`config.mk`:
```
export PLATFORM = sky130hd
export DESIGN_NAME = sevenseg_scan
export DESIGN_NICKNAME = d
export VERILOG_FILES = /design/src/rtl/sevenseg_scan.sv
export SDC_FILE = /design/constraint.sdc
export NUM_CORES = 1
export LEC_CHECK = 0
export ABC_AREA = 1
export BUFFER_PORTS_ARGS = -buffer_cell sky130_fd_sc_hd__buf_2
export CORE_MARGIN = 1.5
export CORE_UTILIZATION = 31
export DETAILED_ROUTE_END_ITERATION = 12
export PLACE_DENSITY = 0.51
export SYNTH_ARGS = -nofsm -noshare
export SYNTH_HDL_FRONTEND = slang
export SYNTH_SLANG_ARGS = --single-unit
```
`constraint.sdc`:
```
create_clock -name clock -period 3.1 [get_ports clock]
set_input_delay 0.465 -clock clock [delete_from_list [all_inputs] [get_ports clock]]
set_output_delay 0.465 -clock clock [all_outputs]
set_load 0.005 [all_outputs]
```
`src/rtl/sevenseg_scan.sv`:
```
// Multiplexed hex seven-segment driver: shadowed digits, scanned anodes, guard interval.
// Optional leading-zero suppression is compiled in with `define SEVENSEG_LZS_EN.
module sevenseg_scan #(
  parameter int DIGITS   = 4,
  parameter int SCAN_DIV = 50000,
  parameter int GUARD    = 500
) (
  input  logic                  clock,
  input  logic                  reset,
  input  logic [4*DIGITS-1:0]   data,
  input  logic                  load,
  input  logic [DIGITS-1:0]     blank,
  input  logic [DIGITS-1:0]     dp,
  output logic [6:0]            seg_out,
  output logic                  dp_out,
  output logic [DIGITS-1:0]     digit_en
);

  localparam int CW = $clog2(SCAN_DIV);
  localparam int IW = (DIGITS > 1) ? $clog2(DIGITS) : 1;
  localparam logic [CW-1:0] CNT_LAST = CW'(SCAN_DIV - 1);
  localparam logic [CW-1:0] GUARD_C  = CW'(GUARD);
  localparam logic [IW-1:0] IDX_LAST = IW'(DIGITS - 1);

  logic [DIGITS-1:0][3:0] shadow;
  logic [CW-1:0]          cnt;
  logic [IW-1:0]          idx;

  logic [6:0]        seg_nxt;
  logic              dp_nxt;
  logic [DIGITS-1:0] en_nxt;
  logic              in_guard;
  logic              suppress;

  function automatic logic [6:0] hex7(input logic [3:0] n);
    case (n)
      4'h0: hex7 = 7'h40; 4'h1: hex7 = 7'h79; 4'h2: hex7 = 7'h24; 4'h3: hex7 = 7'h30;
      4'h4: hex7 = 7'h19; 4'h5: hex7 = 7'h12; 4'h6: hex7 = 7'h02; 4'h7: hex7 = 7'h78;
      4'h8: hex7 = 7'h00; 4'h9: hex7 = 7'h10; 4'hA: hex7 = 7'h08; 4'hB: hex7 = 7'h03;
      4'hC: hex7 = 7'h46; 4'hD: hex7 = 7'h21; 4'hE: hex7 = 7'h06; default: hex7 = 7'h0E;
    endcase
  endfunction

`ifdef SEVENSEG_LZS_EN
  // lz[i]: nibbles i..DIGITS-1 of the shadow are all zero
  logic [DIGITS-1:0] lz;
  assign lz[DIGITS-1] = (shadow[DIGITS-1] == 4'h0);
  for (genvar i = 0; i < DIGITS - 1; i++) begin : g_lz
    assign lz[i] = lz[i+1] && (shadow[i] == 4'h0);
  end
  assign suppress = (idx != '0) && lz[idx];
`else
  assign suppress = 1'b0;
`endif

  assign in_guard = (GUARD > 0) && (cnt < GUARD_C);

  always_comb begin
    seg_nxt = 7'h7F;
    dp_nxt  = 1'b1;
    en_nxt  = '1;
    if (!in_guard) begin
      en_nxt[idx] = 1'b0;
      if (!blank[idx]) begin
        dp_nxt  = ~dp[idx];
        seg_nxt = suppress ? 7'h7F : hex7(shadow[idx]);
      end
    end
  end

  always_ff @(posedge clock) begin
    if (reset) begin
      shadow   <= '0;
      cnt      <= '0;
      idx      <= '0;
      seg_out  <= 7'h7F;
      dp_out   <= 1'b1;
      digit_en <= '1;
    end else begin
      if (load) shadow <= data;
      if (cnt == CNT_LAST) begin
        cnt <= '0;
        idx <= (idx == IDX_LAST) ? '0 : idx + 1'b1;
      end else begin
        cnt <= cnt + 1'b1;
      end
      seg_out  <= seg_nxt;
      dp_out   <= dp_nxt;
      digit_en <= en_nxt;
    end
  end

endmodule

```
==> out/metrics.yaml, run 1 <==
status: "complete, no violations"
required_ps: 3290
portBuffers: 38
syn-num-nets: 365
finalInstanceArea_sq_um: 2630
antenna_found_initial: 0
fin_crit_ps: 2080
yosysSeqAreaShare_pct: 40.6
h-tree-depth: 2
power.share.sequential_pct: 56.4
overflow: 0
hold_viol: 0
peakVddDrop_v: 0.000171
power_frac_clock_pct: 34.3
cp-start-kind: "flop"
final_cells: 465
boundaryPins: 39
firstDrtPassIters: 4
grt_pass1_vias: 1861
p_leak_uw: 0.00110
fin_util_pct: 36.7
synthCells: 327
maxCapViolations: 0
relSlewSlack_pct: 61.7
worstMarginPinSlew_ps: 573
setup_viol: 0
die_w_um: 88.6
skew_ps: 9.97
end_kind: "flop"
cts_root_buffer: "clkbuf_8"
hpwl_um: 3710
drive_gt1_share_pct: 16.7
finalCritPeriodShare_pct: 67.1
diodes: 0
crit_arrival_ps: 2270
path_clk_slew_ps: 80
rsz0062_at_grt: "false"
p_switching_uw: 270
die_h_um: 88.6
gp_congestion: 0.838
cts_tree: "done"
powerDensity_nw_per_um2: 418
path_class: "flop to flop"
slowest_stage: "dfxtp_1"
synth_cell_types: 26
syn_area_sq_um: 2270
path_common_cell: "nand2_1"
max_stage_delay_ps: 690
placedCellCount: 457
drc: 0
grt_pass1_wl_um: 8270
coreArea_sq_um: 7180
path_buf_inv: 2
synth_seq_cells: 46
post_cts_resized: 0
final_nets: 403
worstHoldPathType: "input port to flop"
vias: 2049
ant_nets: 0
yosysWarningCount: 0
register_area_sq_um: 921
drt-vias-per-instance: 4.41
placed_cell_area_sq_um: 2540
syn_area_per_cell_sq_um: 6.94
tns_ps: 0
cp_top_family: "simple AND/OR/NAND/NOR gates"
worst_hold_slack_ps: 354
finalMaxSlewViolations: 0
p_sw_share_pct: 24.6
multi_input_area_sq_um: 1220
holdBufCountCts: 0
die_area_sq_um: 7850
track_usage_pct: 13.6
clock-sinks: 46
clockBufferDepth: 2
start_util_pct: 31.6
drt_wl_total_um: 4870
rows: 31
drtIter0Drc: 88
cp_cell_sequence: "inv_2 > nand2_1 > nand3_1 > nand2_1 > inv_1 > ha_1 > nand3_1 > nand3_1 > nand2_1 > nand2_1"
numCtsBuffers: 5
grt_max_degree: 19
p_int_uw: 828
cts_setup_buffers: 0
power_frac_comb_pct: 9.3
fmax_ghz: 0.480
wire_per_inst_um: 10.5
area_growth_pct: 15.8
clkLatencyLatePin_ps: 300
worstPathMaxFanout: 17
fillers: 802
==> layer usage <==
metal	routed length (um)	up-vias	track usage, %
li1	-	1113	-
met1	2470	897	17.5
met2	2150	32	22.1
met3	175	7	3.92
met4	76	0	4.55
met5	0	-	0
==> cells in the final DEF (no fill, tap or decap) <==
cell type / count
a21oi_1: 13
a22oi_1: 1
buf_2: 38
clkbuf_1: 1
clkbuf_8: 6
clkinv_2: 1
dfxtp_1: 46
ha_1: 11
inv_1: 20
inv_2: 3
nand2_1: 89
nand2_2: 2
nand2_4: 2
nand3_1: 34
nand3_2: 4
nand3b_1: 1
nand4_1: 1
nor2_1: 64
nor2_2: 1
nor2_4: 1
nor3_1: 1
o21ai_0: 19
o21ai_2: 1
or2_2: 2
xnor2_1: 2
xor2_1: 2
==> cell type report <==
class	instances	share of cell area, %
multi-input combinational	251	46.3
sequential	46	35.0
timing repair buffer	38	7.23
tap	99	4.71
clock buffer	7	3.28
inverter	23	3.28
clock inverter	1	0.190
==> through the flow <==
stage	worst slack (ps)	total power, uW
final	1020	1100
after global routing	776	1160
after CTS	1050	1120
after detailed placement	1050	735
after global placement	1120	736
after floorplan	1520	700
==> registers in the layout, indices dropped and copies added, names as in the netlist <==
register and cells:
digit_en 4, cnt 16, shadow 16, dp_out 1, idx 2, seg_out 7
==> cell usage after synthesis <==
cell type	number	share of area, %
or2_2	2	0.55
nor2_4	1	0.50
nor2_1	64	11
buf_4	1	0.33
inv_2	3	0.50
buf_6	2	0.99
nand2_2	2	0.55
nand4_1	1	0.28
dfxtp_1	46	41
nand3_2	4	1.8
nand2_1	89	15
o21ai_0	19	4.2
ha_1	11	6.1
nand3_1	34	7.5
buf_2	1	0.22
clkbuf_1	3	0.50
nor2_2	1	0.28
nand2_4	2	0.99
inv_1	20	3.3
xnor2_1	2	0.77
xor2_1	2	0.77
nand3b_1	1	0.33
a21oi_1	13	2.9
nor3_1	1	0.22
a22oi_1	1	0.33
o21ai_2	1	0.39
==> power groups by stage <==
stage | registers, uW | clock network (uW) | logic [uW]
after floorplan | 629 | 0 | 71.1
after CTS | 619 | 395 | 103
after detailed placement | 633 | 0 | 102
final | 619 | 377 | 102
after global routing | 622 | 418 | 120
after global placement | 633 | 0 | 103
==> worst paths after layout <==
check,startpoint,end,slack (ps),cells after the start
hold / removal,reset,idx[0],350,2
setup / recovery,idx[0],seg_out[6],1020,10
setup reg to reg,idx[0],seg_out[6],1020,10
hold reg to reg,cnt[0],cnt[0],460,1
==> cell families after synthesis <==
kind of cell               synth area share [%]
and+or+nand+nor                            38.2
buffers and inverters                      5.84
DFF                                        40.6
adders and majority gates                  6.06
AOI/OAI and AO/OA                          7.77
xor gates and xnor gates                   1.54
Note: power is estimated with default switching activity, not from simulation.
==> run 2: changes to the inputs <==
--- a/config.mk
+++ b/config.mk
@@ -5,12 +5,12 @@
 export SDC_FILE = /design/constraint.sdc
 export NUM_CORES = 1
 export LEC_CHECK = 0
-export ABC_AREA = 1
+export ABC_AREA = 0
 export BUFFER_PORTS_ARGS = -buffer_cell sky130_fd_sc_hd__buf_2
 export CORE_MARGIN = 1.5
 export CORE_UTILIZATION = 31
 export DETAILED_ROUTE_END_ITERATION = 12
-export PLACE_DENSITY = 0.51
+export PLACE_DENSITY = 0.53
 export SYNTH_ARGS = -nofsm -noshare
 export SYNTH_HDL_FRONTEND = slang
 export SYNTH_SLANG_ARGS = --single-unit
==> constraint.sdc (replaced) <==
create_clock -name clock -period 1.75 [get_ports clock]
set_input_delay 0.2625 -clock clock [delete_from_list [all_inputs] [get_ports clock]]
set_output_delay 0.2625 -clock clock [all_outputs]
set_load 0.005 [all_outputs]
==> run 2 against run 1 <==
  * Sequential share of layout area shrank 1.3 points
  * First-iteration DRC count shrank 34%
  * Synthesized area shrank 2.0%
  * Critical endpoint is now seg_out[3]
  * Non-clock buffer count grew 20
  * Global-route usage shrank 1.0 points
  * Via count shrank 17%
  * Core utilization grew 3.4 points
  * Clock power grew 77%
  * Power grew 78%
  * Sequential power grew 76%
  * Largest power group unchanged
  * Largest cell class unchanged
  * Setup slack lost 1000 ps
==> out/metrics.yaml, run 2 <==
wire_per_inst_um: 11.7
cp-start-kind: "flop"
drt_wl_total_um: 4410
worstHoldPathType: "input port to flop"
finalCritPeriodShare_pct: 99.1
finalInstanceArea_sq_um: 2750
holdBufCountCts: 0
synth_ff_type: "dfxtp_1"
place_ws_ps: -9.38
coreArea_sq_um: 6870
finalWorstSetupSlack_ps: 15.9
synth_cell_types: 43
start_util_pct: 32.4
cts_root_buffer: "clkbuf_8"
syn_area_per_cell_sq_um: 9.89
antenna_found_initial: 0
fin_crit_ps: 1730
ys_async_sr_fraction_pct: 0
final_nets: 316
yosysWarningCount: 0
path_buf_inv: 0
cp_cell_sequence: "mux4_2 > ha_1 > nor2_1 > a21oi_1 > o21ai_0 > nand2_1"
hold_viol: 0
portBuffers: 38
reg_top3: "cnt: 16 flops, shadow: 16 flops, seg_out: 7 flops"
path_clk_slew_ps: 90
synth_seq_cells: 46
grt_max_degree: 20
firstDrtPassIters: 4
vias: 1692
grt_pass1_wl_um: 7620
required_ps: 1950
synth_area_leaders: "dfxtp_1 41%, mux2i_1 9.4%, nor2_1 6.9%"
status: "complete, no violations"
drive_gt1_share_pct: 31.9
finalMaxSlewViolations: 0
placed_cell_area_sq_um: 2590
maxCapViolations: 0
area_growth_pct: 23.7
layout_commonest_cell: "dfxtp_1"
cp_top_family: "multiplexers"
crit_arrival_ps: 1930
die_area_sq_um: 7700
worst_hold_slack_ps: 192
boundaryPins: 39
finalPower_uw: 1950
yosysSeqAreaShare_pct: 41.4
yosysMostFrequentCell: "dfxtp_1"
use_met3_pct: 3.58
relSlewSlack_pct: 68.1
clock-sinks: 46
gp_congestion: 0.790
drc: 0
use_met2_pct: 17.9
overflow: 0
synthCells: 225
syn_area_sq_um: 2230
clockBufferDepth: 2
ant_nets: 0
powerDensity_nw_per_um2: 710
syn-num-nets: 263
track_usage_pct: 12.6
drtIter0Drc: 58
yosys.area.top_type_share_pct: 41.4
hpwl_um: 3270
rows: 30
path_class: "flop to flop"
h-tree-depth: 2
worstMarginPinSlew_ps: 479
grt-busiest-layer: "met2"
clkLatencyLatePin_ps: 300
rsz0062_at_grt: "true"
synth_common_cells: "46 x dfxtp_1, 41 x nor2_1, 21 x mux2i_1"
max_stage_delay_ps: 610
grt_pass1_vias: 1654
synth_top_area_cell: "dfxtp_1"
fmax_ghz: 0.577
die_w_um: 87.7
drt-vias-per-instance: 4.51
mostFrequentLayoutCells: "42 x dfxtp_1, 41 x nor2_1, 38 x buf_2, 21 x mux2i_1"
skew_ps: 5.39
peakVddDrop_v: 0.000325
setup_viol: 0
synth_edf_count: 0
diodes: 0
grtUsageMet1_pct: 17.8
end_kind: "flop"
numCtsBuffers: 5
p_leak_uw: 0.00110
worstPathMaxFanout: 5
die_h_um: 87.7
slowest_stage: "mux4_2"
cts_tree: "done"
## run 2: changes by cell type in the layout (fill, tap and decap cells not counted), moves of 18 or more
| cell | delta |
|---|---|
| buf_4 | +19 |
| nor2_1 | -23 |
| o21ai_0 | -18 |
| mux2i_1 | +21 |
| nand2_1 | -70 |
| nand3_1 | -30 |
## run 2: area by class of cell
cell class              instances  area, sq um
fillers                       703         4120
multi-input cells             160         1230
flip-flops and latches         46          928
repair buffers                 58          353
well taps                      96          120
clock buffers                   5         68.8
inverters                       7         28.8
clock inverters                 3         25.0
## run 2: report_power, final
part           leakage, uW  total, uW  internal, uW  switching (uW)
sequential        0.000377       1090          1070            20.3
clock            0.0000447        667           289             379
combinational     0.000680        193          99.0            94.5
## run 2: worst paths after layout
path / from / to / slack [ps] / cells past startpoint
worst min register to register: cnt[0] / cnt[0] / 450 / 1
worst max register to register: idx[1] / seg_out[3] / 20 / 6
worst max-delay path: idx[1] / seg_out[3] / 20 / 6
worst min-delay path: data[13] / shadow[13] / 190 / 3
## run 2: timing repair
action / in CTS / in global routing
endpoints found under the setup margin: 2 / 9
setup buffers: 3 / 2
gates resized for setup: 3 / 7
pin swaps: 0 / 5
## run 2: metal layers
metal / share of wire [%] / up-vias
li1: - / 875
met1: 52 / 770
met2: 42 / 40
met3: 4.2 / 7
met4: 2.0 / 0
met5: 0 / -
## run 2: tightest hold or removal path, cell delays in order
cell,delay [ps]
buf_2,80
mux2i_1,50
nor2_1,70
## run 2: logic make-up (layout without fill, tap and decap cells)
kind of cell	count (synthesis)	after routing	synth area share, %
AOI/OAI and AO/OA	18	18	5.79
xor gates and xnor gates	16	16	6.30
adders and majority gates	11	11	6.18
buffers and inverters	19	73	5.00
DFF	46	46	41.4
muxes	28	28	15.7
and+or+nand+nor	87	87	19.6
## run 2: stage by stage
stage	utilization (%)	TNS, ps	cells
2_1_floorplan	-	0	225
3_3_place_gp	37.7	0	362
3_5_place_dp	37.7	-9.38	362
4_1_cts	39.5	0	373
5_1_grt	40.1	-295	375
6_report	40.1	0	375
==> run 3: changes to the inputs <==
--- a/config.mk
+++ b/config.mk
@@ -10,7 +10,7 @@
 export CORE_MARGIN = 1.5
 export CORE_UTILIZATION = 31
 export DETAILED_ROUTE_END_ITERATION = 12
-export PLACE_DENSITY = 0.53
+export PLACE_DENSITY_LB_ADDON = 0.25
 export SYNTH_ARGS = -nofsm -noshare
 export SYNTH_HDL_FRONTEND = slang
 export SYNTH_SLANG_ARGS = --single-unit
==> run 3 against run 2 <==
  * Clock power increased by 45%
  * Final area increased by 1.9%
  * Cell count decreased by 1.3%
  * Clock skew increased by 2.7 ps
  * Routed wire length increased by 3.8%
  * Critical path depth increased by 1
  * Flip-flop and latch count unchanged
  * Core utilization increased by 0.75 points
  * Count of clock-buffer cells in the layout increased by 1
  * Worst hold slack got worse by 1.1 ps
  * Setup slack improved by 21 ps
  * Global-route usage decreased by 0.054 points
==> out/metrics.yaml, run 3 (synthesis results as in run 2) <==
required_ps: 2000
path_class: "flop to flop"
h-tree-depth: 2
die_w_um: 87.7
hpwl_um: 3310
start_util_pct: 32.4
firstDrtPassIters: 4
rsz0062_at_grt: "true"
area_growth_pct: 26.0
rrSetupSlack_ps: 40
overflow: 0
r2r_end: "seg_out[3]"
coreArea_sq_um: 6870
drive_gt1_share_pct: 31.0
cts_tree: "done"
diodes: 0
worstPathMaxFanout: 6
fillers: 698
drtIter0Drc: 49
r2r-start: "idx[1]"
die_area_sq_um: 7700
p_switching_uw: 478
wire_per_inst_um: 12.4
hold_depth: 3
finalInstanceArea_sq_um: 2800
fin_crit_ps: 1710
status: "complete, no violations"
placedCellCount: 359
rows: 30
reg2regPathDepth: 7
finalPower_uw: 2260
power.share.sequential_pct: 48.3
path_clk_slew_ps: 90
hp-start: "data[4]"
finalMaxSlewViolations: 0
grt_max_degree: 20
p_sw_share_pct: 21.1
power_frac_comb_pct: 8.9
final_cells: 370
reg_top3: "cnt: 16 flops, shadow: 16 flops, seg_out: 7 flops"
boundaryPins: 39
p_int_uw: 1780
clockBufferDepth: 2
drc: 0
numCtsBuffers: 5
skew_ps: 8.05
use_met3_pct: 3.49
die_h_um: 87.7
min_to: "shadow[4]"
worstMarginPinSlew_ps: 481
placed_cell_area_sq_um: 2580
relSlewSlack_pct: 67.9
powerDensity_nw_per_um2: 806
cp-start-kind: "flop"
track_usage_pct: 12.6
grt-busiest-layer: "met2"
worstHoldPathType: "input port to flop"
power_frac_clock_pct: 42.8
grtUsageMet1_pct: 17.0
clock-sinks: 46
layout_commonest_cell: "dfxtp_1"
finalCritPeriodShare_pct: 97.9
portBuffers: 38
grt_pass1_wl_um: 7490
p_leak_uw: 0.00111
vias: 1677
antenna_found_initial: 0
hold_viol: 0
peakVddDrop_v: 0.000250
cts_root_buffer: "clkbuf_8"
end_kind: "flop"
crit_arrival_ps: 1960
holdBufCountCts: 0
grt_pass1_vias: 1544
tns_ps: 0
mostFrequentLayoutCells: "44 x dfxtp_1, 41 x nor2_1, 38 x buf_2, 21 x mux2i_1, 18 x nand2_1"
ant_nets: 0
final_nets: 311
clkLatencyLatePin_ps: 300
gp_congestion: 0.793
use_met2_pct: 18.9
setup_viol: 0
fmax_ghz: 0.584
drt_wl_total_um: 4570
drt-vias-per-instance: 4.53
maxCapViolations: 0
run 3: changes by cell type in the layout (fill, tap and decap cells not counted), sizes merged:
cell | previous run | this run
clkinvlp | 1 | 0
clkbuf | 5 | 6
clkinv | 1 | 0
bufinv | 0 | 2
buf | 58 | 53
inv | 8 | 7
run 3: layout make-up:
cell class / instances / area (sq um) / area share [%]
Clock buffer: 6 / 82.6 / 2.95
Timing Repair Buffer: 53 / 328 / 11.7
Inverter: 7 / 31.3 / 1.12
Tap cell: 96 / 120 / 4.28
Sequential cell: 46 / 926 / 33.0
Clock inverter: 2 / 60.1 / 2.14
Multi-Input combinational cell: 160 / 1260 / 44.8
run 3: what timing repair did:
| action | in CTS | in global routing |
|---|---|---|
| setup endpoints to repair | 2 | 7 |
| buffers inserted | 1 | 2 |
| resized for setup | 1 | 12 |
| gates cloned | 0 | 0 |
| pin swaps | 0 | 4 |
run 3: worst max-delay path by stage:
stage | end | cells after the start | slack, ps | from
global placement | seg_out[0] | 7 | 40 | idx[1]
global route | seg_out[3] | 7 | -80 | idx[1]
floorplan | seg_out[0] | 8 | 8 | idx[1]
detailed placement | seg_out[0] | 7 | -0.4 | idx[1]
finish | seg_out[3] | 7 | 40 | idx[1]
CTS | seg_out[0] | 7 | 10 | idx[1]
run 3: metrics by stage:
| stage | util (%) | worst slack [ps] | hold slack, ps |
|---|---|---|---|
| after floorplan | - | 7.81 | 409 |
| after global placement | 37.6 | 36.4 | 429 |
| after detailed placement | 37.6 | -0.426 | 436 |
| after CTS | 39.8 | 12.6 | 187 |
| after global routing | 40.8 | -78.4 | 198 |
| final | 40.8 | 36.5 | 191 |
run 3: worst max-delay path, stage by stage (launching register included):
cell and delay (ps):
dfxtp_4 380, mux4_2 620, inv_4 130, ha_2 220, nor2_1 50, a21oi_1 110, o21ai_0 80, nand2_1 70
run 3: power groups by stage:
stage                     Clock, uW  Combinational [uW]  Sequential (uW)
final                           968                 201             1090
after global routing           1030                 224             1090
after CTS                       993                 189             1090
after detailed placement          0                 186             1120
after global placement            0                 183             1120
after floorplan                   0                 131             1110
run 3: layer usage:
layer,up-vias,share of wire (%)
met4,0,1.5
met3,6,4.4
met2,39,44
met5,-,0
li1,863,-
met1,769,51
